### src/rtl/game_pkg.sv
// Shared types and defaults for the game sequencer: FSM state encoding,
// default move-period constants and the period calculation.
package game_pkg;

    typedef enum logic [2:0] {
        S_IDLE  = 3'd0,
        S_CLEAR = 3'd1,
        S_RUN   = 3'd2,
        S_PAUSE = 3'd3,
        S_OVER  = 3'd4,
        S_WIN   = 3'd5
    } state_e;

    localparam logic [23:0] DEFAULT_BASE_PERIOD = 24'd1_000_000;
    localparam logic [23:0] DEFAULT_STEP        = 24'd100_000;
    localparam logic [23:0] DEFAULT_MIN_PERIOD  = 24'd200_000;
    localparam logic [3:0]  DEFAULT_MAX_LEVEL   = 4'd8;

    // Compare before subtracting so a large level never underflows the period.
    function automatic logic [23:0] move_period(input logic [3:0]  lvl,
                                                input logic [23:0] base,
                                                input logic [23:0] step,
                                                input logic [23:0] min_p);
        logic [23:0] dec;
        dec = 24'(lvl) * step;
        if (dec >= base) begin
            return min_p;
        end
        if ((base - dec) < min_p) begin
            return min_p;
        end
        return base - dec;
    endfunction

endpackage

### src/rtl/move_timer.sv
// Move-rate timer: counts the level-dependent period while enabled and issues
// one registered tick per wrap, released on the next frame_done.
module move_timer
    import game_pkg::*;
#(
    parameter logic [23:0] BASE_PERIOD = DEFAULT_BASE_PERIOD,
    parameter logic [23:0] STEP        = DEFAULT_STEP,
    parameter logic [23:0] MIN_PERIOD  = DEFAULT_MIN_PERIOD
) (
    input  logic       clk,
    input  logic       reset,
    input  logic       enable,
    input  logic       clear,
    input  logic [3:0] level,
    input  logic       frame_done,
    output logic       tick
);

    logic [23:0] count_q, count_d;
    logic        pending_q, pending_d;
    logic        tick_q, tick_d;
    logic [23:0] period;
    logic        wrap;
    logic        fire;

    always_comb begin
        period    = move_period(level, BASE_PERIOD, STEP, MIN_PERIOD);
        count_d   = count_q;
        pending_d = pending_q;
        tick_d    = 1'b0;
        wrap      = 1'b0;
        fire      = 1'b0;
        if (clear) begin
            count_d   = '0;
            pending_d = 1'b0;
        end else if (enable) begin
            // >= so a level-up that shrinks the period below the count wraps at once
            wrap      = (count_q + 24'd1) >= period;
            fire      = pending_q & frame_done;
            count_d   = wrap ? '0 : count_q + 24'd1;
            pending_d = (pending_q & ~fire) | wrap;
            tick_d    = fire;
        end
    end

    always_ff @(posedge clk or posedge reset) begin
        if (reset) begin
            count_q   <= '0;
            pending_q <= 1'b0;
            tick_q    <= 1'b0;
        end else begin
            count_q   <= count_d;
            pending_q <= pending_d;
            tick_q    <= tick_d;
        end
    end

    assign tick = tick_q;

endmodule

### src/rtl/game_sequencer.sv
// Game control FSM: start/pause edge detection, apple counting and speed
// levels, driving the move timer and the game-block clear pulse.
module game_sequencer
    import game_pkg::*;
#(
    parameter logic [23:0] BASE_PERIOD = DEFAULT_BASE_PERIOD,
    parameter logic [23:0] STEP        = DEFAULT_STEP,
    parameter logic [23:0] MIN_PERIOD  = DEFAULT_MIN_PERIOD,
    parameter logic [3:0]  MAX_LEVEL   = DEFAULT_MAX_LEVEL
) (
    input  logic       clk,
    input  logic       reset,
    input  logic       start_pb,
    input  logic       pause_pb,
    input  logic       goodColl,
    input  logic       badColl,
    input  logic       isGameComplete,
    input  logic       frame_done,
    output logic       move_tick,
    output logic       game_rst,
    output logic       run,
    output logic       game_over,
    output logic       win,
    output logic [3:0] level,
    output logic [2:0] state
);

    state_e      state_q, state_d;
    logic        start_prev_q, start_prev_d;
    logic        pause_prev_q, pause_prev_d;
    logic        arm_q, arm_d;
    logic        game_rst_q, game_rst_d;
    logic [1:0]  apples_q, apples_d;
    logic [3:0]  level_q, level_d;
    logic        start_edge;
    logic        pause_edge;

    // arm_q blocks edges for the first cycle after reset so a held button
    // is loaded into the edge registers instead of firing.
    always_comb begin
        start_edge   = arm_q & start_pb & ~start_prev_q;
        pause_edge   = arm_q & pause_pb & ~pause_prev_q;
        start_prev_d = start_pb;
        pause_prev_d = pause_pb;
        arm_d        = 1'b1;
        state_d      = state_q;
        apples_d     = apples_q;
        level_d      = level_q;

        case (state_q)
            S_IDLE:  if (start_edge) state_d = S_CLEAR;
            S_CLEAR: state_d = S_RUN;
            S_RUN: begin
                if (badColl) begin
                    state_d = S_OVER;
                end else if (isGameComplete) begin
                    state_d = S_WIN;
                end else if (pause_edge) begin
                    state_d = S_PAUSE;
                end
            end
            S_PAUSE: if (pause_edge) state_d = S_RUN;
            S_OVER, S_WIN: if (start_edge) state_d = S_CLEAR;
            default: state_d = S_IDLE;
        endcase

        if (state_q == S_CLEAR) begin
            apples_d = '0;
            level_d  = '0;
        end else if ((state_q == S_RUN) && goodColl && !badColl) begin
            apples_d = apples_q + 2'd1;
            if ((apples_q == 2'd3) && (level_q < MAX_LEVEL)) begin
                level_d = level_q + 4'd1;
            end
        end

        game_rst_d = (state_d == S_CLEAR);
    end

    always_ff @(posedge clk or posedge reset) begin
        if (reset) begin
            state_q      <= S_IDLE;
            start_prev_q <= 1'b0;
            pause_prev_q <= 1'b0;
            arm_q        <= 1'b0;
            game_rst_q   <= 1'b0;
            apples_q     <= '0;
            level_q      <= '0;
        end else begin
            state_q      <= state_d;
            start_prev_q <= start_prev_d;
            pause_prev_q <= pause_prev_d;
            arm_q        <= arm_d;
            game_rst_q   <= game_rst_d;
            apples_q     <= apples_d;
            level_q      <= level_d;
        end
    end

    move_timer #(
        .BASE_PERIOD (BASE_PERIOD),
        .STEP        (STEP),
        .MIN_PERIOD  (MIN_PERIOD)
    ) u_move_timer (
        .clk        (clk),
        .reset      (reset),
        .enable     (state_q == S_RUN),
        .clear      (state_q == S_CLEAR),
        .level      (level_q),
        .frame_done (frame_done),
        .tick       (move_tick)
    );

    assign game_rst  = game_rst_q;
    assign run       = (state_q == S_RUN);
    assign game_over = (state_q == S_OVER);
    assign win       = (state_q == S_WIN);
    assign level     = level_q;
    assign state     = state_q;

endmodule

### config.mk
export PLATFORM = sky130hd
export DESIGN_NAME = game_sequencer
export DESIGN_NICKNAME = d
export VERILOG_FILES = /design/src/rtl/game_pkg.sv /design/src/rtl/move_timer.sv /design/src/rtl/game_sequencer.sv
export SDC_FILE = /design/constraint.sdc
export NUM_CORES = 1
export LEC_CHECK = 0
export ABC_AREA = 1
export CAP_MARGIN = 25
export CORE_MARGIN = 5
export CORE_UTILIZATION = 60
export DETAILED_ROUTE_END_ITERATION = 12
export PLACE_DENSITY_LB_ADDON = 0.05
export SYNTH_ARGS = -nofsm -noshare
export SYNTH_HDL_FRONTEND = slang
export SYNTH_HIERARCHICAL = 1
export SYNTH_SLANG_ARGS = --single-unit
### constraint.sdc
create_clock -name clk -period 5.53 [get_ports clk]
set_clock_uncertainty 0.05 [all_clocks]
set_input_delay 1.106 -clock clk [delete_from_list [all_inputs] [get_ports clk]]
set_output_delay 1.106 -clock clk [all_outputs]
set_load 0.005 [all_outputs]
== After elaboration in Yosys (flattened, before gate mapping) ==
Cells that the tools add are included.

* Bits in registers: 39
* Input port bits: 8
* Output and inout bits: 12
* Logic and storage cells: 71

* Add/sub/neg operators: 4
* Multipliers: 1
* Magnitude comparators: 4
* Equality and inequality tests: 7
* Mux-type cells: 25
* Bitwise gates (word level): 10
* Reductions and logical operators: 10

{| class="wikitable"
|+ Operators with widths
! kind !! number
|-
| $mux W24 || 7
|-
| $add A24 B1 Y24 const B || 1
|-
| $ge A24 B24 Y1 || 1
|-
| $lt A24 B18 Y1 const B || 1
|-
| $sub A20 B21 Y22 const A || 1
|-
| $ge A21 B20 Y1 const B || 1
|-
| $mul A4 B12 Y16 const B || 1
|-
| $mux W3 || 5
|-
| $mux W4 || 3
|-
| $pmux W3 S4 || 1
|-
| $mux W1 || 7
|-
| $and A1 B1 Y1 || 6
|-
| $eq A3 B1 Y1 const B || 2
|-
| $eq A3 B2 Y1 const B || 2
|-
| $eq A3 B3 Y1 const B || 2
|-
| $reduce_bool A2 Y1 || 3
|-
| $add A4 B1 Y4 const B || 1
|-
| $lt A4 B4 Y1 const B || 1
|-
| $mux W2 || 2
|-
| $logic_and A1 B1 Y1 || 3
|-
| $logic_not A3 Y1 || 1
|-
| $not A1 Y1 || 3
|-
| $reduce_or A3 Y1 || 1
|-
| $add A2 B1 Y2 const B || 1
|-
| other kinds (4) || 4
|}

== Depth between registers and ports, before layout ==
Gate-level depths: netlist of the first run.

* Depth in word-level cells: 11
* Mapped depth: 34
* Gate-level depth less buffers: 33

== Modules after synthesis ==
The synthesis of the first run kept the hierarchy.

{| class="wikitable"
|+ By module, submodules not included
! module !! times used !! cells an instance !! area an instance (um2) !! sequential area each (um2)
|-
| move_timer || 1 || 517 || 3365.7 || 650.6
|-
| game_sequencer || 1 || 96 || 709.4 || 325.3
|}

== Worst setup path before layout of the first run ==
No wires, ideal clock.

* Path kind: register to register
* Start point: register level_q[2], in the netlist level[2]
* End point: register u_move_timer.count_q[0]
* Data arrival time: 4451 ps
* Required time: 5414 ps
* Slack: 963 ps
* Cell stages (with the launch flop): 33
* Path buffers: 1
* Clock period less this slack: 4567 ps
* Cell sequence: dfrtp_1 > inv_1 > ha_1 > inv_1 > ha_1 > ha_1 > nand2_1 > nand2_1 > a21boi_2 > nand2_4 > nand2_1 > nand2_1 > nand2_2 > nand2_2 > nor2_2 > nand2_1 > nand2_1 > nand2_1 > nor2_4 > nand3_4 > nand2_8 > nor2_2 > ha_1 > a21oi_1 > o21ai_0 > nand2_1 > o211ai_1 > a211oi_1 > nand2_1 > nor2_1 > clkbuf_1 > nand2_1 > nand2_1

* Cells in the longest elaborated chain, start to end: 11
* Elaborated cells between the ends (all ways): 14
* Those cells by class: 1 x add/sub; 1 x mul; 3 x order compare; 9 x mux

{| class="wikitable"
|+ Ends and longest elaborated chain
! what !! line !! RTL
|-
| start: declaration || game_sequencer.sv:34 || <nowiki>logic [3:0] level_q, level_d;</nowiki>
|-
| start signal: assignment || game_sequencer.sv:96 || <nowiki>level_q <= level_d;</nowiki>
|-
| $mul A4 B12 Y16 (*) || game_pkg.sv:25 || <nowiki>dec = 24'(lvl) * step;</nowiki>
|-
| $sub A20 B21 Y22 || game_pkg.sv:29, game_pkg.sv:32 ||
|-
| $lt A24 B18 Y1 || game_pkg.sv:29 || <nowiki>if ((base - dec) < min_p) begin</nowiki>
|-
| $mux W1 (2 in a row) || game_pkg.sv:29 ||
|-
| $mux W24 || game_pkg.sv:32 || <nowiki>return base - dec;</nowiki>
|-
| $mux W24 (*) || game_pkg.sv:29 ||
|-
| $ge A24 B24 Y1 (*) || move_timer.sv:38 || <nowiki>wrap = (count_q + 24'd1) >= period;</nowiki>
|-
| $mux W24 (*) || move_timer.sv:40 || <nowiki>count_d = wrap ? '0 : count_q + 24'd1;</nowiki>
|-
| $mux W24 (*) || move_timer.sv:36 || <nowiki>end else if (enable) begin</nowiki>
|-
| $mux W24 (*) || move_timer.sv:33 || <nowiki>if (clear) begin</nowiki>
|-
| end signal: assignment || move_timer.sv:52 || <nowiki>count_q <= count_d;</nowiki>
|-
| end: declaration || move_timer.sv:19 || <nowiki>logic [23:0] count_q, count_d;</nowiki>
|}

Mark *: on every way between the ends. The rest lies on a longest branch, timed or not. The select of a mux whose other input is x is not followed.
A chain may end at the register's enable or synchronous reset.

== Worst setup path after layout of the first run ==
* Start point: register level_q[1], in the netlist level[1]
* End point: register u_move_timer.count_q[14]

The elaborated chain is that of the path after synthesis.

==> qor.yml, run 1 <==
final_util_pct: 66.7
path_max_fanout: 24
path_clk_slew_ps: 80
fin_nets: 689
critPathTopFamily: "simple AND/OR/NAND/NOR gates"
crit_path_start: "level[1]"
critPathLaunchType: "register"
setup_viol: 0
async_flop_share_pct: 100
synth.avg_cell_area_um2: 6.65
outcome: "finished, final reports clean"
p_switching_uw: 917
yosys.cell_types.count: 38
p_int_uw: 843
drive_above_1_share_pct: 11.9
rr_startpoint: "level[1]"
overflow: 0
grt_pass1_wl_um: 15400
required_ps: 5660
drt_iter0_drc: 121
syn2layout_area_growth_pct: 10.0
cts_max_path_buffers: 2
route.vias.total: 3736
drv_cap: 0
numCtsBuffers: 5
cts_tree: "built"
worst_path_most_repeated_cell: "nand2_1"
cp_data_arrival_time_ps: 5180
grt_max_degree: 27
synthCells: 613
drt-vias-per-instance: 5.20
pwr-share-clk_pct: 10.7
p_sw_share_pct: 52.1
relSlewSlack_pct: 61.1
ys_top_cells_by_count: "nand2_1 (221), inv_1 (70), nand3_1 (47)"
clock-root-buffer: "clkbuf_8"
cts_hold_buf: 0
drc: 0
yosysTopAreaCellShare_pct: 23.9
hold_viol: 0
synth_area_mm2: 0.00408
initial_utilization_pct: 60.7
p_seq_share_pct: 22.0
yosys.area.top_type: "dfrtp_1"
min_path_type: "reg2reg"
rsz0062_at_grt: "no"
tns_ps: 0
cts.sinks: 39
path_buf_inv: 2
first_global_vias: 3550
io_pins: 20
drtAntennaViolNets: 0
ys_seq_elements: 39
cp-end-kind: "register"
rows: 30
antenna_cells: 0
fin_crit_sh_pct: 91.3
antenna_found_initial: 0
yosys_warnings: 6
die_w_um: 92.4
synth_edf_count: 0
routed_wirelength_um: 8800
synth_most_common_cell: "nand2_1"
insertion_delay_ps: 290
ys.flop_type: "dfrtp_1"
worst_path_largest_cell_delay_ps: 540
ys_seq_area_share_pct: 23.9
n_fill_cell: 599
synthTopCellsByArea: "dfrtp_1 (24%), nand2_1 (20%), ha_1 (13%)"
hpwl_um: 7170
tightest_slew_ps: 583
wl_per_cell_um: 12.2
track_usage_pct: 21.7
fp.dieH_um: 92.4
hp-start: "u_move_timer/count_q[3]"
combPwrFrac_pct: 67.4
ir_drop_mv: 0.272
numPortBuffers: 19
htreeDepth: 2
syn_nets: 664
finalMaxSlewViolations: 0
worst_path_max_delay_cell: "dfrtp_1"
core_mm2: 0.00672
first_pass_iters: 4
powerDensity_mw_per_mm2: 393
fp.dieArea_mm2: 0.00854
power.leakage_nw: 2.53
fin_crit_ps: 5050
timing.fmax_mhz: 198
worst-setup-path-type: "reg2reg"
place_congestion: 0.852
per-stage QoR:
stage | hold WS (ps) | std cells | setup slack, ps | power (mW) | area [um2]
finish | 438 | 719 | 481 | 1.76 | 4480
global route | 455 | 719 | 13.7 | 1.95 | 4480
CTS | 439 | 718 | 373 | 1.77 | 4450
detailed placement | 418 | 710 | 404 | 1.58 | 4370
global placement | 416 | 710 | 552 | 1.54 | 4370
floorplan | 399 | 613 | 963 | 1.29 | 4080
final cells by class:
class / instances / area [um2] / share of cell area [%]
clock buffer: 6 / 72.6 / 1.62
clock inverter: 2 / 12.5 / 0.279
inverter: 82 / 310 / 6.92
multi-input combinational: 488 / 2780 / 62.0
sequential: 39 / 976 / 21.8
tap: 80 / 100 / 2.23
timing repair buffer: 22 / 233 / 5.19
layer usage:
metal  vias to the layer above  share of wire, %  track usage (%)
li1                       1991                 -                -
met1                      1707                46             27.0
met2                        27                51             39.3
met3                        11               1.5             3.25
met4                         0               1.2             5.07
met5                         -                 0                0
repair_timing:
action                                  CTS  global route
setup buffers                             0             0
endpoints found under the setup margin    0            24
gates resized for setup                   0             1
cells in the final DEF, fill, tap and decap left out, types with 3 or more instances in the layout:
| cell type | count |
|---|---|
| xnor2_1 | 6 |
| nand2_2 | 22 |
| nor3_1 | 8 |
| nand3_2 | 4 |
| dfrtp_1 | 39 |
| ha_1 | 43 |
| nor2_1 | 39 |
| nand3_1 | 47 |
| nor3_2 | 4 |
| o21ai_0 | 6 |
| clkbuf_8 | 5 |
| clkdlybuf4s50_1 | 19 |
| nand2_1 | 221 |
| a21oi_1 | 14 |
| inv_1 | 70 |
| nor2_2 | 10 |
| nand4_1 | 11 |
| nor2_4 | 3 |
| nand3b_1 | 6 |
| inv_2 | 11 |
| xor2_1 | 18 |
power groups by stage:
stage / Combinational, mW / Sequential [mW] / Clock, mW
after floorplan: 0.906 / 0.379 / 0
after global placement: 1.15 / 0.391 / 0
after detailed placement: 1.19 / 0.392 / 0
after CTS: 1.19 / 0.387 / 0.194
after global routing: 1.35 / 0.397 / 0.206
final: 1.19 / 0.387 / 0.188
cells by family after synthesis:
kind of cell / after synthesis / synth area share (%)
other: 2 / 0.184
adder cells (fa/ha/maj): 43 / 13.2
flip-flops: 39 / 23.9
AND/OR/NAND/NOR: 390 / 45.3
AO/OA/AOI/OAI: 29 / 4.21
XOR/XNOR: 24 / 5.16
buffers and inverters: 86 / 7.98
worst register-to-register path, cell delays in order, from the launching register on:
cell	delay [ps]
dfrtp_1	540
ha_1	320
xor2_1	160
ha_1	200
a21o_1	150
ha_1	380
xnor2_1	310
nand2_1	110
inv_1	90
nand3_2	100
o21ai_2	160
nand2_1	120
nand2_1	70
nand2_1	50
nand2_1	110
nand3_2	100
nand3_4	160
nand3b_1	160
ha_1	330
nand2_1	100
nor4_2	410
and3_1	220
a211oi_1	40
nand2_1	90
nor2_1	40
buf_4	210
nand2_1	90
nand2_1	50
worst paths after layout:
path | end | slack, ps | cells after the start
max in group asynchronous | level[0] | 3980 | 2
setup reg to reg | u_move_timer/count_q[14] | 480 | 27
hold reg to reg | u_move_timer/count_q[3] | 440 | 2
min in group asynchronous | u_move_timer/pending_q | 980 | 2
setup / recovery | u_move_timer/count_q[14] | 480 | 27
hold / removal | u_move_timer/count_q[3] | 440 | 2
flip-flops by register name (all words and copies together) (netlist names):
register	flops
u_move_timer/pending_q	1
pause_prev_q	1
level	4
game_rst	1
u_move_timer/tick	1
state	3
apples_q	2
u_move_timer/count_q	24
arm_q	1
start_prev_q	1
(Power assumes the default switching activity.)
==> run 2: changes to the inputs <==
--- a/config.mk
+++ b/config.mk
@@ -8,9 +8,10 @@
 export ABC_AREA = 1
 export CAP_MARGIN = 25
 export CORE_MARGIN = 5
-export CORE_UTILIZATION = 60
+export CORE_UTILIZATION = 59
 export DETAILED_ROUTE_END_ITERATION = 12
 export PLACE_DENSITY_LB_ADDON = 0.05
+export SKIP_LAST_GASP = 1
 export SYNTH_ARGS = -nofsm -noshare
 export SYNTH_HDL_FRONTEND = slang
 export SYNTH_HIERARCHICAL = 1
==> qor.yml, run 2 (same netlist as run 1, synthesis figures left out) <==
outcome: "finished, final reports clean"
fp.dieArea_mm2: 0.00867  # +1.5%
place_congestion: 0.881  # +3.3%
drtAntennaViolNets: 0  # unchanged
largest_register_ffs: 24  # unchanged
path_clk_slew_ps: 70  # about the same
cts_setup_buffers: 0  # unchanged
first_global_vias: 3539  # -0.31%
worst_path_max_delay_cell: "dfrtp_1"
core_mm2: 0.00676  # +0.56%
track_usage_pct: 20.9  # -0.76 points
first_pass_iters: 4  # unchanged
fin_crit_ps: 4950  # -96.9 ps
power.leakage_nw: 2.53  # +0.22%
drv_cap: 0  # unchanged
worst_path_most_repeated_cell: "nand2_1"
dp_cells: 711  # +0.14%
hold_end: "apples_q[1]"
rr_startpoint: "level[1]"
fp.dieH_um: 93.1  # +0.75%
regToRegEndpoint: "u_move_timer/count_q[13]"
htreeDepth: 2  # unchanged
hp-start: "apples_q[1]"
drc: 0  # unchanged
wl_per_cell_um: 12.0  # -1.9%
numCtsBuffers: 5  # unchanged
rows: 30  # unchanged
numPortBuffers: 19  # unchanged
layout_commonest_cell: "nand2_1"
insertion_delay_ps: 280  # about the same
whs_path_depth: 2  # unchanged
critPathLaunchType: "register"
largest-register: "u_move_timer/count_q"
cts.sinks: 39  # unchanged
cts_tree: "built"
initial_utilization_pct: 60.3  # -0.34 points
setup_viol: 0  # unchanged
path_max_fanout: 24  # unchanged
finalMaxSlewViolations: 0  # unchanged
cp-end-kind: "register"
grt_max_degree: 27  # unchanged
r2r_slack_ps: 580  # +100 ps
cts_hold_buf: 0  # unchanged
clock-root-buffer: "clkbuf_8"
antenna_cells: 0  # unchanged
relSlewSlack_pct: 62.2  # +1.1 points
layout.cells.non_filler: 720  # +0.14%
syn2layout_area_growth_pct: 10.2
fin_nets: 690  # +0.15%
cts_max_path_buffers: 2  # unchanged
powerDensity_mw_per_mm2: 390  # -0.67%
hold-worst-slack_ps: 446  # +7.27 ps
rsz0062_at_grt: "no"
antenna_found_initial: 0  # unchanged
die_w_um: 93.1  # +0.75%
overflow: 0  # unchanged
routed_wirelength_um: 8640  # -1.8%
tightest_slew_ps: 567  # -16.1 ps
timing.fmax_mhz: 202  # +2.0%
ir_drop_mv: 0.263  # -3.2%
drt-vias-per-instance: 5.19  # -0.14%
io_pins: 20  # unchanged
required_ps: 5650  # about the same
route.vias.total: 3736  # unchanged
cp_data_arrival_time_ps: 5080  # -100 ps
worst_path_largest_cell_delay_ps: 530  # about the same
grt_pass1_wl_um: 15100  # -1.8%
layout_common_cells: "nand2_1 (221), inv_1 (70), nand3_1 (47)"
hpwl_um: 7180  # +0.14%
drive_above_1_share_pct: 12.0  # +0.14 points
worst-setup-path-type: "reg2reg"
fin_crit_sh_pct: 89.5  # -1.8 points
min_path_type: "reg2reg"
hold_viol: 0  # unchanged
drt_iter0_drc: 110  # -9.1%
reg2reg_depth: 30  # +11%
tns_ps: 0  # unchanged
-- run 2: cell count changes in the layout (fill, tap and decap cells not counted) --
cell / before / now
buf_4: 2 / 3
-- run 2: report_power, final --
group	leakage, nW	switching, mW	total [mW]	internal (mW)
sequential	0.528	0.0620	0.382	0.320
clock	0.0412	0.0972	0.185	0.0882
combinational	1.96	0.749	1.18	0.435
-- run 2: layer usage --
metal | track usage, % | part of all wire, % | vias to the layer above
met5 | 0 | 0 | -
met4 | 4.15 | 1.0 | 0
met3 | 2.82 | 1.9 | 10
met2 | 37.4 | 50 | 36
met1 | 27.0 | 47 | 1698
li1 | - | - | 1992
-- run 2: how the worst max path moves through the flow --
stage / from / endpoint / slack, ps / depth (start not counted)
6_report: level[1] / u_move_timer/count_q[13] / 580 / 30
2_1_floorplan: level[2] / u_move_timer/count_q[0] / 960 / 32
3_5_place_dp: level[1] / u_move_timer/count_q[8] / 460 / 30
5_1_grt: level[1] / u_move_timer/count_q[9] / 90 / 27
4_1_cts: level[1] / u_move_timer/count_q[13] / 430 / 30
3_3_place_gp: level[1] / u_move_timer/count_q[8] / 690 / 30
-- run 2: per-stage QoR --
stage	worst slack (ps)	power [mW]	cell area, um2	util, %
2_1_floorplan	963	1.29	4080	-
3_3_place_gp	692	1.54	4370	64.7
3_5_place_dp	457	1.57	4370	64.7
4_1_cts	425	1.76	4460	66.0
5_1_grt	90.9	1.96	4490	66.5
6_report	578	1.75	4490	66.5
-- run 2: what timing repair did --
item / in CTS / in global routing
endpoints found under the setup margin: 0 / 24
gates resized for setup: 0 / 1
hold endpoints to repair: 0 / 0
-- run 2: worst max-delay path, delay by kind of cell (launching register included) --
family / cells / cell delay [ps]
buf+inv: 2 / 280
compound gates: 3 / 260
fa+ha+maj: 4 / 1220
simple gates: 20 / 2320
xor+xnor: 1 / 150
flops: 1 / 530
-- run 2: cell type report --
| class | count | area [um2] |
|---|---|---|
| multi-input cells | 488 | 2780 |
| clock buffers | 6 | 72.6 |
| well taps | 80 | 100 |
| clock inverters | 2 | 12.5 |
| fillers | 636 | 2260 |
| repair buffers | 23 | 240 |
| flip-flops and latches | 39 | 976 |
| inverters | 82 | 310 |
